File: src/rtl/pulse2toggle_pkg.sv
// Shared state encoding and default counter width for the pulse-to-toggle transmitter.
package pulse2toggle_pkg;

  typedef enum logic {
    IDLE     = 1'b0,
    WAIT_ACK = 1'b1
  } p2t_state_e;

  localparam int unsigned P2T_CW_DEFAULT = 2;

endpackage

File: src/rtl/pulse2toggle_chan.sv
// One pulse-to-toggle channel: flips out per event, queues events while awaiting ack.
// Build option: PULSE2TOGGLE_TX_OVF_EN enables the sticky overflow flag and its clear.
import pulse2toggle_pkg::*;

module pulse2toggle_chan #(
  parameter int unsigned CW = P2T_CW_DEFAULT
) (
  input  logic clk,
  input  logic nreset,
  input  logic in,
  input  logic ack,
  input  logic ovf_clr,
  output logic out,
  output logic busy,
  output logic overflow
);

  localparam logic [CW-1:0] CNT_MAX = '1;
  localparam logic [CW-1:0] CNT_ONE = CW'(1);

  p2t_state_e    state_q, state_d;
  logic [CW-1:0] cnt_q, cnt_d;
  logic          out_q, out_d;
  logic          drop;

  always_comb begin
    state_d = state_q;
    cnt_d   = cnt_q;
    out_d   = out_q;
    drop    = 1'b0;
    case (state_q)
      IDLE: begin
        if (in) begin
          out_d   = ~out_q;
          state_d = WAIT_ACK;
        end else if (cnt_q != '0) begin
          out_d   = ~out_q;
          cnt_d   = cnt_q - CNT_ONE;
          state_d = WAIT_ACK;
        end
      end
      WAIT_ACK: begin
        // A pulse arriving on the ack-match cycle is still queued, not sent.
        if (in) begin
          if (cnt_q == CNT_MAX) drop = 1'b1;
          else                  cnt_d = cnt_q + CNT_ONE;
        end
        if (ack == out_q) state_d = IDLE;
      end
      default: state_d = IDLE;
    endcase
  end

  always_ff @(posedge clk or negedge nreset) begin
    if (!nreset) begin
      state_q <= IDLE;
      cnt_q   <= '0;
      out_q   <= 1'b0;
    end else begin
      state_q <= state_d;
      cnt_q   <= cnt_d;
      out_q   <= out_d;
    end
  end

  assign out  = out_q;
  assign busy = (state_q == WAIT_ACK) | (cnt_q != '0);

`ifdef PULSE2TOGGLE_TX_OVF_EN
  logic ovf_q, ovf_d;

  always_comb begin
    ovf_d = ovf_q;
    if (ovf_clr) ovf_d = 1'b0;
    if (drop)    ovf_d = 1'b1;
  end

  always_ff @(posedge clk or negedge nreset) begin
    if (!nreset) ovf_q <= 1'b0;
    else         ovf_q <= ovf_d;
  end

  assign overflow = ovf_q;
`else
  logic unused_ovf;
  assign unused_ovf = ^{ovf_clr, drop};
  assign overflow   = 1'b0;
`endif

endmodule

File: src/rtl/pulse2toggle_tx.sv
// DW independent pulse-to-toggle channels sharing one clock and reset.
// Build option: PULSE2TOGGLE_TX_OVF_EN (see pulse2toggle_chan).
import pulse2toggle_pkg::*;

module pulse2toggle_tx #(
  parameter int unsigned DW = 1,
  parameter int unsigned CW = P2T_CW_DEFAULT
) (
  input  logic          clk,
  input  logic          nreset,
  input  logic [DW-1:0] in,
  input  logic [DW-1:0] ack,
  input  logic [DW-1:0] ovf_clr,
  output logic [DW-1:0] out,
  output logic [DW-1:0] busy,
  output logic [DW-1:0] overflow
);

  for (genvar i = 0; i < DW; i++) begin : g_chan
    pulse2toggle_chan #(
      .CW(CW)
    ) u_chan (
      .clk      (clk),
      .nreset   (nreset),
      .in       (in[i]),
      .ack      (ack[i]),
      .ovf_clr  (ovf_clr[i]),
      .out      (out[i]),
      .busy     (busy[i]),
      .overflow (overflow[i])
    );
  end

endmodule

File: config.mk
export PLATFORM = sky130hd
export DESIGN_NAME = pulse2toggle_tx
export DESIGN_NICKNAME = d
export VERILOG_FILES = /design/src/rtl/pulse2toggle_pkg.sv /design/src/rtl/pulse2toggle_chan.sv /design/src/rtl/pulse2toggle_tx.sv
export SDC_FILE = /design/constraint.sdc
export NUM_CORES = 1
export LEC_CHECK = 0
export ABC_AREA = 1
export CAP_MARGIN = 0
export CORE_AREA = 2 2 39 41
export DETAILED_ROUTE_END_ITERATION = 12
export DIE_AREA = 0 0 41 43
export PLACE_DENSITY = 0.37
export SKIP_LAST_GASP = 1
export SYNTH_ARGS = -nofsm -noshare
export SYNTH_HDL_FRONTEND = slang
export SYNTH_HIERARCHICAL = 1
export SYNTH_SLANG_ARGS = --single-unit
File: constraint.sdc
create_clock -name clk -period 1.95 [get_ports clk]
set_clock_uncertainty 0.1 [all_clocks]
set_input_delay 0.39 -clock clk [delete_from_list [all_inputs] [get_ports clk]]
set_output_delay 0.39 -clock clk [all_outputs]
set_load 0.02 [all_outputs]
==> impl_metrics.json, run 1 <==
{
  "die_w_um": 41,
  "cts-root-buf": "clkbuf_4",
  "rr_startpoint": "g_chan[0].u_chan/cnt_q[0]",
  "netlist.area_leader.share_pct": 43.0,
  "cts_sinks": 4,
  "synthCells": 36,
  "dr.first_iter.drc_count": 3,
  "num_rows": 14,
  "crit_cells": 1,
  "drtPass1Iterations": 4,
  "htreeDepth": 1,
  "dp.cells": 56,
  "ys_ff_latch": 4,
  "max_freq_mhz": 573,
  "endpoint_kind": "primary output",
  "cp_slowest_stage_delay_ns": 0.62,
  "clk_pin_slew_ns": 0.04,
  "synth_area_leaders": "dfrtp_1 43%, nand2_1 23%, nand3_1 8.6%, nor2_1 8.1%, inv_1 6.5%",
  "critical_path_class": "flip-flop to primary output",
  "cts_tree": "done",
  "syn_area_um2": 233,
  "setup_ws_ns": 0.204,
  "min_period_ns": 1.75,
  "layout.cells.non_filler": 59,
  "final_area_um2": 320,
  "dieArea_um2": 1760,
  "ant_nets": 0,
  "grt_overflow": 0,
  "hold_viol": 0,
  "required_ns": 1.46,
  "cp-start-kind": "flip-flop",
  "cts_buffers": 3,
  "timing.final.crit_share_pct": 89.6,
  "path_cells": "clkdlybuf4s50_1",
  "synth.yosys.warnings": 6,
  "vias_per_cell": 3.92,
  "setup-tns-final_ns": 0,
  "grt_pass1_vias": 217,
  "wl_per_cell_um": 8.71,
  "regToRegSetupSlack_ns": 0.96,
  "io_pins": 8,
  "fillers": 166,
  "rsz0062_at_grt": "false",
  "arrival_ns": 1.26,
  "crit_path_top_delay_cell": "clkdlybuf4s50_1",
  "syn_avg_cell_area_um2": 6.46,
  "cts_buffer_depth": 2,
  "leakage_nw": 0.162,
  "die_y_um": 43,
  "syn_nets": 41,
  "via_count": 231,
  "dp_slack_ns": 0.305,
  "insertion_delay_ns": 0.23,
  "final_nets": 50,
  "yosysTopAreaCell": "dfrtp_1",
  "path_buf_inv": 1,
  "irDropWorstVdd_mv": 0.344,
  "ys_types": 10,
  "n_antenna_cell": 0,
  "critPathTopFamily": "buffers and inverters",
  "finalWirelength_um": 514,
  "start_util_pct": 16.8,
  "min_path_type": "input port to asynchronous set/reset pin",
  "io_buffers": 5,
  "gr-usage-all-layers_pct": 7.14,
  "ctsHoldBuffers": 0,
  "final_max_slew_viol_count": 0,
  "r2r-end": "g_chan[0].u_chan/cnt_q[0]",
  "cts_resized": 0,
  "power.density_nw_per_um2": 1470,
  "grt_max_degree": 10,
  "grt_pass1_wl_um": 821,
  "drc_errors": 0,
  "gp_congestion": 0.733,
  "reg2regPathDepth": 5,
  "critPathMaxFanout": 5,
  "status": "finished, final reports clean",
  "layout-drive-gt1-share_pct": 9.30,
  "core_area_um2": 1380,
  "maxCapViolCount": 0,
  "setup_viol": 0,
  "place_area_um2": 295,
  "antenna_found_initial": 0,
  "area_growth_pct": 37.6,
  "postCtsSetupBuffers": 0,
  "dp_hpwl_um": 377,
  "ys_seq_area_share_pct": 43.0
}
-- state kept, by name, indices dropped and copies added (netlist names) --
register	count
g_chan.u_chan/cnt_q	2
g_chan.u_chan/out	1
g_chan.u_chan/state_q	1
-- final cells by class --
| type | count | area [um^2] | share of cell area (%) |
|---|---|---|---|
| clock buffer | 3 | 22.5 | 7.03 |
| timing repair buffer | 5 | 52.6 | 16.4 |
| tap | 16 | 20.0 | 6.25 |
| inverter | 5 | 20.0 | 6.25 |
| multi-input combinational | 26 | 105 | 32.8 |
| sequential | 4 | 100 | 31.3 |
-- cell usage in the layout, fill, tap and decap left out --
cell type        instances
nor2_1                   5
inv_1                    4
dfrtp_1                  4
conb_1                   1
nand3_1                  4
o21ai_1                  1
clkbuf_4                 3
dlymetal6s2s_1           1
o21ai_0                  1
clkdlybuf4s50_1          4
clkinv_2                 1
nand2_1                 14
-- worst reg2reg max path: stages, from the launching register on --
cell,delay (ns)
dfrtp_1,0.41
nor2_1,0.20
nand2_1,0.07
nand2_1,0.06
nand2_1,0.04
nand2_1,0.05
-- worst max-delay path by stage --
| stage | from | to | slack (ns) |
|---|---|---|---|
| floorplan | g_chan[0].u_chan/cnt_q[0] | busy | 0.79 |
| global placement | g_chan[0].u_chan/state_q | busy | 0.30 |
| detailed placement | g_chan[0].u_chan/cnt_q[0] | busy | 0.30 |
| CTS | g_chan[0].u_chan/cnt_q[0] | busy | 0.05 |
| global route | g_chan[0].u_chan/out | out | 0.13 |
| finish | g_chan[0].u_chan/out | out | 0.20 |
-- synth_stat cells, drive strengths merged --
master and count:
buf 1, clkinv 1, conb 1, dfrtp 4, inv 4, nand2 14
nand3 4, nor2 5, o21ai 2
-- where the power goes --
part           switching, mW  internal, mW  leakage (nW)
logic                  0.121        0.0812         0.103
clock network         0.0332        0.0688        0.0138
registers             0.0403         0.125        0.0453
-- layer usage --
metal	wire length [um]	part of all wire [%]	track usage (%)	up-vias
met5	0	0	0	-
met4	0	0	2.00	0
met3	44	8.6	6.28	0
met2	226	44	9.69	7
met1	243	47	8.06	102
li1	-	-	-	122
-- logic make-up (layout without fill, tap and decap cells) --
logic type / after synthesis / count (layout) / share of synthesized area [%]
compound gates: 2 / 2 / 4.30
other cells: 1 / 1 / 1.61
flops: 4 / 4 / 43.0
simple gates: 23 / 23 / 39.2
buf+inv: 6 / 13 / 11.8
-- through the flow --
stage | utilization, % | hold slack (ns) | total power [mW]
2_1_floorplan | - | -0.00559 | 0.303
3_3_place_gp | 21.3 | 0.492 | 0.381
3_5_place_dp | 21.3 | 0.488 | 0.376
4_1_cts | 23.0 | 0.248 | 0.487
5_1_grt | 23.1 | 0.253 | 0.535
6_report | 23.1 | 0.252 | 0.470
Note: power is estimated with default switching activity, not from simulation.
==> run 2: changes to the inputs <==
--- a/config.mk
+++ b/config.mk
@@ -10,6 +10,7 @@
 export CORE_AREA = 2 2 39 41
 export DETAILED_ROUTE_END_ITERATION = 12
 export DIE_AREA = 0 0 41 43
+export HOLD_SLACK_MARGIN = 0.08
 export PLACE_DENSITY = 0.37
 export SKIP_LAST_GASP = 1
 export SYNTH_ARGS = -nofsm -noshare
==> results of run 2 <==
Same layout as run 1: the final DEF is identical, and so are final timing and power.
==> run 3: changes to the inputs <==
--- a/config.mk
+++ b/config.mk
@@ -8,6 +8,7 @@
 export ABC_AREA = 1
 export CAP_MARGIN = 0
 export CORE_AREA = 2 2 39 41
+export CTS_BUF_LIST = sky130_fd_sc_hd__clkbuf_16
 export DETAILED_ROUTE_END_ITERATION = 12
 export DIE_AREA = 0 0 41 43
 export HOLD_SLACK_MARGIN = 0.08
==> impl_metrics.json, run 3 (synthesized netlist as in run 1, its figures left out) <==
{
  "grt_pass1_vias": 218,
  "postCtsSetupBuffers": 0,
  "regToRegSetupSlack_ns": 0.94,
  "holdWs_ns": 0.265,
  "required_ns": 1.46,
  "status": "finished, final reports clean",
  "pwr-share-seq_pct": 24.4,
  "n_antenna_cell": 0,
  "leakage_nw": 0.185,
  "dp.cells": 56,
  "clk_pin_slew_ns": 0.03,
  "finalWirelength_um": 535,
  "timing.final.crit_share_pct": 95.9,
  "irDropWorstVdd_mv": 0.413,
  "p_clk_share_pct": 46.0,
  "dr.first_iter.drc_count": 2,
  "gp_congestion": 0.733,
  "cts_tree": "done",
  "cts_buffers": 3,
  "io_buffers": 5,
  "arrival_ns": 1.38,
  "via_count": 232,
  "cts_sinks": 4,
  "cts_buffer_depth": 2,
  "p_int_uw": 469,
  "setup_viol": 0,
  "max_freq_mhz": 534,
  "regMostFlops": "g_chan.u_chan/cnt_q",
  "ctsHoldBuffers": 0,
  "layout_commonest_cell": "nand2_1",
  "die_y_um": 43,
  "final_max_slew_viol_count": 0,
  "largest_reg_flops": 2,
  "num_rows": 14,
  "final_cell_mix": "14 x nand2_1, 5 x nor2_1, 5 x clkdlybuf4s50_1",
  "fillers": 161,
  "wl_per_cell_um": 9.07,
  "layout-drive-gt1-share_pct": 9.30,
  "layout.cells.non_filler": 59,
  "power.total_uw": 687,
  "min_period_ns": 1.87,
  "power.density_nw_per_um2": 1850,
  "io_pins": 8,
  "grt_pass1_wl_um": 841,
  "hold_viol": 0,
  "setup-tns-final_ns": 0,
  "critPathMaxFanout": 5,
  "critical_path_class": "flip-flop to primary output",
  "rsz0062_at_grt": "false",
  "drc_errors": 0,
  "drtPass1Iterations": 3,
  "switching_share_pct": 31.7,
  "htreeDepth": 1,
  "ant_nets": 0,
  "start_util_pct": 16.8,
  "antenna_found_initial": 0,
  "gr-usage-all-layers_pct": 8.24,
  "cp-start-kind": "flip-flop",
  "p_sw_uw": 218,
  "endpoint_kind": "primary output",
  "die_w_um": 41,
  "combPwrFrac_pct": 29.6,
  "min_path_type": "input port to asynchronous set/reset pin",
  "dp_hpwl_um": 377,
  "final_nets": 50,
  "setup_ws_ns": 0.0791,
  "grt_overflow": 0,
  "vias_per_cell": 3.93,
  "maxCapViolCount": 0,
  "area_growth_pct": 59.1,
  "dieArea_um2": 1760,
  "cts-root-buf": "clkbuf_16",
  "dp_slack_ns": 0.305,
  "insertion_delay_ns": 0.22,
  "grt_max_degree": 10,
  "cts_resized": 0,
  "core_area_um2": 1380
}
## run 3: cell types whose count changed in the layout (fill, tap and decap cells not counted)
cell / before / now
clkdlybuf4s50_1: 4 / 5
dlymetal6s2s_1: 1 / 0
clkbuf_4: 3 / 0
clkbuf_16: 0 / 3
## run 3: critical path, stage by stage (launching register included)
cell and delay, ns:
dfrtp_1 0.41, nor2_1 0.15, nand2_1 0.06, clkdlybuf4s50_1 0.53
## run 3: worst paths after layout
path | from | end | cells past startpoint
setup / recovery | g_chan[0].u_chan/cnt_q[0] | busy | 3
hold / removal | nreset | g_chan[0].u_chan/state_q | 1
setup reg to reg | g_chan[0].u_chan/cnt_q[0] | g_chan[0].u_chan/state_q | 2
hold reg to reg | g_chan[0].u_chan/out | g_chan[0].u_chan/out | 2
max in group asynchronous | nreset | g_chan[0].u_chan/cnt_q[0] | 1
min in group clk | g_chan[0].u_chan/out | g_chan[0].u_chan/out | 2
## run 3: metal layers
layer | GRT usage [%] | vias to the layer above | part of all wire, %
met3 | 6.28 | 2 | 10
met2 | 9.69 | 7 | 44
met1 | 7.74 | 101 | 43
met4 | 10.0 | 0 | 2.6
li1 | - | 122 | -
met5 | 0 | - | 0
## run 3: power by group through the flow
stage	clock network, mW	registers, mW	logic (mW)
after global routing	0.331	0.176	0.241
after CTS	0.323	0.169	0.207
after global placement	0	0.170	0.211
final	0.316	0.167	0.203
after floorplan	0	0.170	0.133
after detailed placement	0	0.170	0.206
## run 3: area by class of cell
class                      count  area (um^2)  area share (%)
multi-input combinational     26          105            28.4
sequential                     4          100            27.0
clock buffer                   3         75.1            20.3
timing repair buffer           5         50.0            13.5
inverter                       5         20.0            5.41
tap                           16         20.0            5.41
## run 3: stage by stage
| step | area, um^2 | utilization, % |
|---|---|---|
| 3_5_place_dp | 295 | 21.3 |
| 3_3_place_gp | 295 | 21.3 |
| 2_1_floorplan | 233 | - |
| 6_report | 370 | 26.8 |
| 5_1_grt | 370 | 26.8 |
| 4_1_cts | 370 | 26.8 |
